<file path="src/rtl/maze_mem_arbiter.sv">
// Arbitrates one single-port maze RAM between the VGA renderer (fixed slot every
// 4th clock) and game logic (req/ack handshake, one access outstanding).
module maze_mem_arbiter #(
    parameter int ADDR_W = 10,
    parameter int DATA_W = 4
) (
    input  logic              ClkPort,
    input  logic              reset,
    output logic              slot_next,
    input  logic [ADDR_W-1:0] vga_addr,
    output logic [DATA_W-1:0] vga_data,
    output logic              vga_valid,
    input  logic              gl_req,
    input  logic              gl_we,
    input  logic [ADDR_W-1:0] gl_addr,
    input  logic [DATA_W-1:0] gl_wdata,
    output logic              gl_ack,
    output logic [DATA_W-1:0] gl_rdata,
    output logic              gl_busy,
    output logic              mem_en,
    output logic              mem_we,
    output logic [ADDR_W-1:0] mem_addr,
    output logic [DATA_W-1:0] mem_wdata,
    input  logic [DATA_W-1:0] mem_rdata
);

    // state | meaning
    // IDLE  | no GL access; may issue at any edge with phase != 0
    // WAIT  | RAM samples the GL access
    // CAPT  | GL read data returns from RAM; raise gl_ack
    // ACK   | ack cycle; drop ack and busy
    typedef enum logic [1:0] {IDLE, WAIT, CAPT, ACK} gl_state_t;

    gl_state_t  gl_state;
    logic [1:0] phase;
    logic       op_we;

    assign slot_next = (phase == 2'd3);

    always_ff @(posedge ClkPort or posedge reset) begin
        if (reset) begin
            phase     <= 2'd0;
            gl_state  <= IDLE;
            op_we     <= 1'b0;
            vga_data  <= '0;
            vga_valid <= 1'b0;
            gl_ack    <= 1'b0;
            gl_rdata  <= '0;
            gl_busy   <= 1'b0;
            mem_en    <= 1'b0;
            mem_we    <= 1'b0;
            mem_addr  <= '0;
            mem_wdata <= '0;
        end else begin
            phase  <= phase + 2'd1;
            mem_en <= 1'b0;
            mem_we <= 1'b0;

            // VGA read issued at phase 0 always returns at the phase-2 edge
            vga_valid <= (phase == 2'd2);
            if (phase == 2'd2)
                vga_data <= mem_rdata;

            if (phase == 2'd0) begin
                mem_en   <= 1'b1;
                mem_addr <= vga_addr;
            end

            case (gl_state)
                IDLE: begin
                    if (gl_req && phase != 2'd0) begin
                        mem_en    <= 1'b1;
                        mem_we    <= gl_we;
                        mem_addr  <= gl_addr;
                        mem_wdata <= gl_wdata;
                        op_we     <= gl_we;
                        gl_busy   <= 1'b1;
                        gl_state  <= WAIT;
                    end
                end
                WAIT: begin
                    gl_state <= CAPT;
                end
                CAPT: begin
                    if (!op_we)
                        gl_rdata <= mem_rdata;
                    gl_ack   <= 1'b1;
                    gl_state <= ACK;
                end
                ACK: begin
                    gl_ack   <= 1'b0;
                    gl_busy  <= 1'b0;
                    gl_state <= IDLE;
                end
                default: gl_state <= IDLE;
            endcase
        end
    end

endmodule

</file>
<file path="config.mk">
export PLATFORM = sky130hd
export DESIGN_NAME = maze_mem_arbiter
export DESIGN_NICKNAME = d
export VERILOG_FILES = /design/src/rtl/maze_mem_arbiter.sv
export SDC_FILE = /design/constraint.sdc
export NUM_CORES = 1
export LEC_CHECK = 0
export BUFFER_PORTS_ARGS = -buffer_cell sky130_fd_sc_hd__buf_2
export CORE_AREA = 2 2 61 63
export CTS_CLUSTER_DIAMETER = 30
export DETAILED_ROUTE_END_ITERATION = 16
export DIE_AREA = 0 0 63 65
export GPL_TIMING_DRIVEN = 0
export PLACE_DENSITY = 0.68
export SYNTH_ARGS = -nofsm -noshare
export SYNTH_HDL_FRONTEND = slang
export SYNTH_SLANG_ARGS = --single-unit
</file>
<file path="constraint.sdc">
create_clock -name ClkPort -period 1.2 [get_ports ClkPort]
set_input_delay 0.18 -clock ClkPort [delete_from_list [all_inputs] [get_ports ClkPort]]
set_output_delay 0.18 -clock ClkPort [all_outputs]
set_load 0.02 [all_outputs]
</file>
# Word-level counts from Yosys, hierarchy flattened
# Index checks and enable logic that the tools add are counted.
[totals] register_bits=32 input_bits=32 out_inout_bits=28 wordCells=42
[classes] add_sub_neg=1 n_eq_ne=6 muxes=13 bitwise_logic=1 reduce_logical=9
[ops] op="$mux W10" n=3
[ops] op="$eq A2 B2 Y1 const B" n=4
[ops] op="$pmux W2 S4" n=1
[ops] op="$mux W1" n=6
[ops] op="$reduce_and A2 Y1" n=3
[ops] op="$reduce_bool A2 Y1" n=3
[ops] op="$logic_not A2 Y1" n=2
[ops] op="$pmux W1 S2" n=2
[ops] op="$add A2 B1 Y2 const B" n=1
[ops] op="$eq A2 B1 Y1 const B" n=1
[ops] op="$mux W2" n=1
[ops] op="$ne A2 B2 Y1 const B" n=1
[ops] op="$logic_and A1 B1 Y1" n=1
[ops] op="$not A1 Y1" n=1

# Depth between registers and ports, before layout
# Gate-level depths: netlist of run 1.
[depth] ltp_word=4 ltp_mapped=6 ltp_nobuf=5

# Worst setup path after synthesis of run 1
# OpenSTA, ideal clock, no wires.
[synth_timing] path_kind="reg2reg" start="register gl_state[0]" end="register mem_addr[0]" setup_time_ns=0.132 t_arrival_ns=1.173 required_time_ns=1.068 slack_ns=-0.105 stages_incl_launch_ff=7 n_path_buf=1 synth_period_minus_slack_ns=1.305 path_cell_list="dfrtp_1 inv_1 ha_1 nand2_2 buf_6 mux2i_1 o21ai_1"
[synth_between] elab_chain_cells=2
[synth_lines] element="from (decl)" line_no="34" source="gl_state_t gl_state;"
[synth_lines] element="from (signal assigned)" line_no="43" source="gl_state <= IDLE;"
[synth_lines] element="from (signal assigned)" line_no="78" source="gl_state <= WAIT;"
[synth_lines] element="from (signal assigned)" line_no="82" source="gl_state <= CAPT;"
[synth_lines] element="$logic_not A2 Y1" line_no="69" source="case (gl_state)"
[synth_lines] element="$mux W10" line_no="69"
[synth_lines] element="to (signal assigned)" line_no="66" source="mem_addr <= vga_addr;"
[synth_lines] element="to (signal assigned)" line_no="74" source="mem_addr <= gl_addr;"
[synth_lines] element="to (decl)" line_no="22" source="output logic [ADDR_W-1:0] mem_addr,"
# Every way passes these cells.
# A chain may end at the register's enable or synchronous reset.

# Worst setup path after layout of run 1
[layout_timing] start="register phase[1]" end="register mem_wdata[2]"
[layout_between] elab_chain_cells=3
[layout_lines] element="from (decl)" line_no="35" source="logic [1:0] phase;"
[layout_lines] element="from (signal assigned)" line_no="55" source="phase <= phase + 2'd1;"
[layout_lines] element="$reduce_bool A2 Y1" line_no="71" source="if (gl_req && phase != 2'd0) begin"
[layout_lines] element="$logic_and A1 B1 Y1" line_no="71"
[layout_lines] element="$reduce_and A2 Y1 (no line)"
[layout_lines] element="to (signal assigned)" line_no="75" source="mem_wdata <= gl_wdata;"
[layout_lines] element="to (decl)" line_no="23" source="output logic [DATA_W-1:0] mem_wdata,"
# Every way passes these cells.

==> results of run 1 <==
## per-stage QoR
stage	worst slack (ns)	area, sq um	setup TNS, ns
6_report	-0.115	2000	-1.21
5_1_grt	-0.188	2000	-2.90
4_1_cts	-0.109	1940	-1.21
3_5_place_dp	-0.166	1750	-6.90
3_3_place_gp	-0.0793	1750	-3.70
2_1_floorplan	-0.0188	1400	-0.234
## where the power goes
group / leakage (nW) / switching, mW / total, mW / internal [mW]
Combinational: 0.625 / 0.837 / 1.70 / 0.861
Clock: 0.0326 / 0.340 / 0.629 / 0.289
Sequential: 0.379 / 0.128 / 1.47 / 1.34
Total: 1.04 / 1.30 / 3.79 / 2.49
## state kept, by name (all words and copies together), names as in the netlist, 2 cells and up
register / count
mem_wdata: 4
phase: 2
gl_rdata: 4
gl_state: 2
mem_addr: 10
vga_data: 4
## how the worst max path moves through the flow
stage | from | to | slack [ns] | depth (start not counted)
after floorplan | gl_state[0] | gl_rdata[0] | -0.02 | 4
after global placement | reset | mem_wdata[1] | -0.08 | 2
after detailed placement | gl_state[1] | mem_addr[8] | -0.17 | 6
after CTS | gl_state[1] | gl_rdata[0] | -0.11 | 4
after global routing | phase[1] | gl_busy | -0.19 | 6
final | phase[1] | mem_wdata[2] | -0.12 | 5
## logic make-up after synthesis
kind of cell               count (synthesis)
AOI/OAI and AO/OA                         16
and+or+nand+nor                           20
DFF                                       32
adders and majority gates                  6
muxes                                     22
buffers and inverters                      9
## final cells by class
cell class	instances	area (sq um)
Multi-Input combinational cell	64	571
Tap cell	48	60.1
Inverter	6	22.5
Buffer	3	33.8
Clock buffer	8	58.8
Sequential cell	32	801
Fill cell	313	1500
Timing Repair Buffer	72	453
## worst max-delay path: stages (launching register included)
cell and delay [ns]:
dfrtp_1 0.40, inv_2 0.06, ha_4 0.17, nor2b_4 0.18, nand2_8 0.08, mux2_4 0.30
## layer usage
layer / wire length [um] / vias up / track usage [%]
met1: 1150 / 517 / 17.2
met4: 36 / 0 / 5.83
met2: 1550 / 42 / 27.8
met3: 232 / 4 / 6.60
li1: - / 515 / -
met5: 0 / - / 0
## placed cells by master (no fill, tap or decap), drive strengths merged, types with 4 or more instances in the layout
| cell | synthesis | final |
|---|---|---|
| buf | 1 | 74 |
| clkbuf | 2 | 8 |
| dfrtp | 32 | 32 |
| ha | 6 | 6 |
| inv | 6 | 6 |
| mux2 | 12 | 12 |
| mux2i | 10 | 10 |
| nand2 | 12 | 12 |
| nor2 | 4 | 4 |
| o21ai | 12 | 12 |
## repair_timing
item                                    4_1_cts  5_1_grt
cloned                                        1        0
setup buffers                                 8        2
hold buffers                                  0        1
pin swaps                                     4        2
resized for setup                            15        5
endpoints found under the setup margin       25       28
endpoints found under the hold margin         0       14
==> qor.txt, run 1 <==
layout overhead on the synthesized area -> 48.4%
worst hold path depth -> 3
antenna violations before repair -> 0
CP arrival -> 1.52 ns
worst r2r path cells -> 5
violated checks -> negative setup slack
CP required -> 1.41 ns
worst hold slack -> 0.0552 ns
FF+latch count, synth -> 32
gpl congestion -> 0.777
full die area -> 4100 sq um
floorplan row count -> 22
Avg WL per Cell -> 12.7 um
max_cap viols -> 0
Tot GR Track Use -> 15.9%
Worst slew margin -> 57.0%
Diodes inserted -> 0
Setup CP Type -> flip-flop to flip-flop
clk sinks -> 32
Post-Syn Area -> 1350 sq um
area share of xor/xnor cells in the synthesized design -> 0%
VDD IR-drop max -> 0.767 mV
Async S/R FF share, synth -> 100%
Synth Area in Adders -> 5.57%
Critical Path Fanout Max -> 5
Compound-Gate Fraction of Synth Area -> 6.59%
register area share after synthesis -> 59.4%
via count of the first global-routing pass -> 1,084
CTS clk-pin slew, worst paths -> 0.10 ns
hold_sp -> vga_addr[3]
Worst Skew -> 0.00917 ns
Final WS setup -> -0.115 ns
R2R setup slack -> -0.12 ns
RSZ-0062 raised after global routing -> yes
Hold Path Sink -> mem_addr[3]
share of cells above drive strength 1 -> 57.8%
ranking of synthesized cells by area -> dfrtp_1 (59%), mux2_2 (10%), mux2i_1 (7.4%), ha_1 (5.6%), o21ai_1 (3.3%)
fin. max-slew vios -> 0
Cell variety after synth -> 21
post-synth top area share -> 59.4%
final net count -> 222
Num CTS Buffers -> 5
initial drt markers -> 20
final period utilization -> 110%
worst hold path type -> input pin to flip-flop
RR Endpoint -> mem_wdata[2]
non-filler cells, final -> 233
Root Driver -> clkbuf_4
slew of the pin with the lowest slew margin -> 0.645 ns
drt first pass iters -> 4
commonest cells in the netlist -> dfrtp_1 (32), mux2_2 (12), mux2i_1 (10), nand2_1 (10), o21ai_1 (9)
Total Power -> 3.79 mW
final hold vios -> 0
worst skew pair latency -> 0.33 ns
Synth area leader -> dfrtp_1
drt drc -> 0
syn avg cell area -> 12.8 sq um
IO Pins -> 60
Syn Inst Count -> 105
leakage power -> 1.04 nW
Die W -> 63 um
main combinational cell family by area after synthesis -> multiplexers
total grt overflow -> 0
H-tree depth -> 2
fin util -> 57.2%
number of warnings issued by yosys -> 0
core area -> 3500 sq um
DR vias -> 1,078
power density over cell area -> 1900 nW/um^2
Inst Count DP -> 212
final wirelength -> 2960 um
Post-Syn Nets -> 143
simple-gate share of the synthesized area -> 7.89%
DRT antenna net count -> 0
port buffer count -> 59
setup violators final -> 21
Max Clk Rate -> 0.760 GHz
most frequent cell after synthesis -> dfrtp_1
Via-to-Cell Ratio -> 4.63
predominant post-synthesis flop cell -> dfrtp_1
largest net degree at the start of global routing -> 33
number of synthesized flops with an enable pin -> 0
mux share of post-synthesis cell area -> 17.5%
HPWL Detailed -> 2060 um
Initial Utilization -> 38.5%
global-route wire length before repair -> 4850 um
die height -> 65 um
CTS Buffer Depth -> 2
reg-to-reg critical path startpoint -> phase[1]
CP Capture Type -> flip-flop
crit path launch type -> flip-flop
CTS tree -> yes
minimum clock period -> 1.32 ns
status -> finished, violations left
(Power assumes the default switching activity.)
==> run 2: changes to the inputs <==
==> config.mk (replaced) <==
export PLATFORM = sky130hd
export DESIGN_NAME = maze_mem_arbiter
export DESIGN_NICKNAME = d
export VERILOG_FILES = /design/src/rtl/maze_mem_arbiter.sv
export SDC_FILE = /design/constraint.sdc
export NUM_CORES = 1
export LEC_CHECK = 0
export ABC_AREA = 1
export BUFFER_PORTS_ARGS = -buffer_cell sky130_fd_sc_hd__buf_2
export CORE_AREA = 2 2 62 64
export CTS_CLUSTER_DIAMETER = 30
export DETAILED_ROUTE_END_ITERATION = 16
export DIE_AREA = 0 0 64 66
export GPL_TIMING_DRIVEN = 0
export PLACE_DENSITY = 0.7
export SYNTH_ARGS = -nofsm -noshare
export SYNTH_HDL_FRONTEND = slang
export SYNTH_SLANG_ARGS = --single-unit
==> qor.txt, run 2 <==
status -> finished, violations left (unchanged)
violated checks -> negative setup slack (unchanged)
most flop-heavy register -> mem_addr (unchanged)
HPWL Detailed -> 2310 um (was 2060 um)
DR vias -> 1,344 (was 1,078)
worst hold path depth -> 3 (unchanged)
RR Endpoint -> mem_wdata[1] (was mem_wdata[2])
power density over cell area -> 1830 nW/um^2 (was 1900 nW/um^2)
Avg WL per Cell -> 11.2 um (was 12.7 um)
final period utilization -> 104% (was 110%)
Post-Syn Area -> 1470 sq um (was 1350 sq um)
final wirelength -> 3370 um (was 2960 um)
CTS Buffer Depth -> 2 (unchanged)
Diodes inserted -> 0 (unchanged)
syn avg cell area -> 8.52 sq um (was 12.8 sq um)
GRT met3 Usage -> 4.43% (was 6.60%)
antenna violations before repair -> 0 (unchanged)
reg-to-reg critical path startpoint -> phase[1] (unchanged)
full die area -> 4220 sq um (was 4100 sq um)
commonest cells in the netlist -> nand2_1 (80), dfrtp_1 (32), nand3_1 (22) (was dfrtp_1 (32), mux2_2 (12), mux2i_1 (10), nand2_1 (10), o21ai_1 (9))
Tot GR Track Use -> 16.1% (was 15.9%)
hold_sp -> mem_rdata[0] (was vga_addr[3])
H-tree depth -> 2 (unchanged)
Final WS setup -> -0.0534 ns (was -0.115 ns)
Critical Path Fanout Max -> 3 (was 5)
port buffer count -> 59 (unchanged)
FF+latch count, synth -> 32 (unchanged)
Die W -> 64 um (was 63 um)
setup violators final -> 11 (was 21)
minimum clock period -> 1.25 ns (was 1.32 ns)
die height -> 66 um (was 65 um)
ranking of synthesized cells by area -> dfrtp_1 (54%), nand2_1 (20%), nand3_1 (7.5%), ha_1 (5.1%), inv_1 (3.3%) (was dfrtp_1 (59%), mux2_2 (10%), mux2i_1 (7.4%), ha_1 (5.6%), o21ai_1 (3.3%))
largest net degree at the start of global routing -> 33 (unchanged)
Initial Utilization -> 41.5% (was 38.5%)
CP arrival -> 1.07 ns (was 1.52 ns)
max reg flops -> 10 (unchanged)
most frequent cell after synthesis -> nand2_1 (was dfrtp_1)
register area share after synthesis -> 54.3% (was 59.4%)
floorplan row count -> 22 (unchanged)
VDD IR-drop max -> 0.947 mV (was 0.767 mV)
layout overhead on the synthesized area -> 39.7% (was 48.4%)
crit path launch type -> flip-flop (unchanged)
Root Driver -> clkbuf_4 (unchanged)
clk sinks -> 32 (unchanged)
predominant post-synthesis flop cell -> dfrtp_1 (unchanged)
Async S/R FF share, synth -> 100% (unchanged)
Setup CP Type -> flip-flop to output port (was flip-flop to flip-flop)
Syn Inst Count -> 173 (was 105)
setup TNS -> -0.122 ns (was -1.21 ns)
DRT antenna net count -> 0 (unchanged)
commonest non-fill, non-tap cell in the layout -> nand2_1 (was buf_2)
Total Power -> 3.77 mW (was 3.79 mW)
R2R setup slack -> -0.01 ns (was -0.12 ns)
Worst Setup Slack post-DPL -> -0.117 ns (was -0.166 ns)
Max Clk Rate -> 0.798 GHz (was 0.760 GHz)
drt drc -> 0 (unchanged)
RSZ-0062 raised after global routing -> yes (unchanged)
worst hold path type -> input pin to flip-flop (unchanged)
final hold vios -> 0 (unchanged)
leakage power -> 1.16 nW (was 1.04 nW)
Worst slew margin -> 23.7% (was 57.0%)
Cell variety after synth -> 13 (was 21)
initial drt markers -> 53 (was 20)
met2 Usage GRT -> 26.8% (was 27.8%)
CP Capture Type -> output port (was flip-flop)
global-route wire length before repair -> 5150 um (was 4850 um)
slew of the pin with the lowest slew margin -> 1.14 ns (was 0.645 ns)
number of warnings issued by yosys -> 0 (unchanged)
max_cap viols -> 0 (unchanged)
core area -> 3550 sq um (was 3500 sq um)
share of cells above drive strength 1 -> 39.7% (was 57.8%)
drt first pass iters -> 4 (unchanged)
number of synthesized flops with an enable pin -> 0 (unchanged)
total grt overflow -> 0 (unchanged)
fin. max-slew vios -> 0 (unchanged)
worst r2r path cells -> 7 (was 5)
Post-Syn Nets -> 211 (was 143)
CTS clk-pin slew, worst paths -> 0.10 ns (about the same)
gpl congestion -> 0.753 (was 0.777)
Synth area leader -> dfrtp_1 (unchanged)
met1 Usage GRT -> 18.8% (was 17.2%)
grt peak-use layer -> met2 (unchanged)
Via-to-Cell Ratio -> 4.48 (was 4.63)
final net count -> 289 (was 222)
worst skew pair latency -> 0.33 ns (about the same)
post-synth top area share -> 54.3% (was 59.4%)
IO Pins -> 60 (unchanged)
Worst Skew -> 0.00987 ns (was 0.00917 ns)
CTS tree -> yes (unchanged)
via count of the first global-routing pass -> 1,223 (was 1,084)
Num CTS Buffers -> 5 (unchanged)
CP required -> 1.02 ns (was 1.41 ns)
Hold Path Sink -> vga_data[0] (was mem_addr[3])
non-filler cells, final -> 300 (was 233)
fin util -> 58.0% (was 57.2%)
most frequent cells in the layout -> nand2_1 (78), buf_2 (59), dfrtp_1 (31) (was buf_2 (58), dfrtp_1 (32), mux2_2 (11), o21ai_1 (11), nand2_1 (10))
Inst Count DP -> 280 (was 212)
-- run 2: layout make-up --
class / count / area, sq um
fillers: 346 / 1490
flip-flops and latches: 32 / 802
multi-input cells: 120 / 612
repair buffers: 71 / 393
plain buffers: 6 / 75.1
well taps: 48 / 60.1
clock buffers: 8 / 58.8
inverters: 15 / 58.8
-- run 2: how the worst max path moves through the flow --
stage / cells after the start / slack, ns / from / endpoint
finish: 2 / -0.05 / phase[1] / slot_next
global route: 7 / -0.10 / phase[1] / mem_wdata[0]
CTS: 2 / -0.05 / phase[1] / slot_next
detailed placement: 8 / -0.12 / phase[0] / mem_addr[0]
global placement: 2 / -0.13 / reset / gl_ack
floorplan: 8 / 0.02 / phase[0] / mem_addr[0]
-- run 2: critical path, stage by stage, from the launching register on --
cell and delay, ns:
dfrtp_1 0.43, ha_2 0.19, buf_6 0.12
-- run 2: cell families after synthesis --
group	synth area share [%]
flops	54.3
simple gates	31.0
fa+ha+maj	5.09
compound gates	2.04
buf+inv	7.56
-- run 2: power by group --
group / total, mW / internal [mW] / switching (mW)
sequential: 1.47 / 1.33 / 0.142
clock: 0.637 / 0.289 / 0.348
combinational: 1.66 / 0.700 / 0.961
-- run 2: timing repair --
action                                  in CTS  in global routing
endpoints found under the setup margin      20                 18
hold endpoints to repair                     0                  0
resized for setup                           12                 12
hold buffers                                 0                  0
setup buffers                                3                  8
pin swaps                                    1                  5
gates cloned                                 0                  1
-- run 2: metal layers --
metal  part of all wire (%)  vias up
met5                      0        -
li1                       -      691
met1                     44      609
met3                    4.9        7
met2                     49       37
met4                    2.4        0
-- run 2: per-stage QoR --
stage,area (sq um),hold slack (ns)
global route,2060,0.0679
global placement,1830,0.404
finish,2060,0.0700
CTS,1950,0.0617
floorplan,1480,0.296
detailed placement,1830,0.408
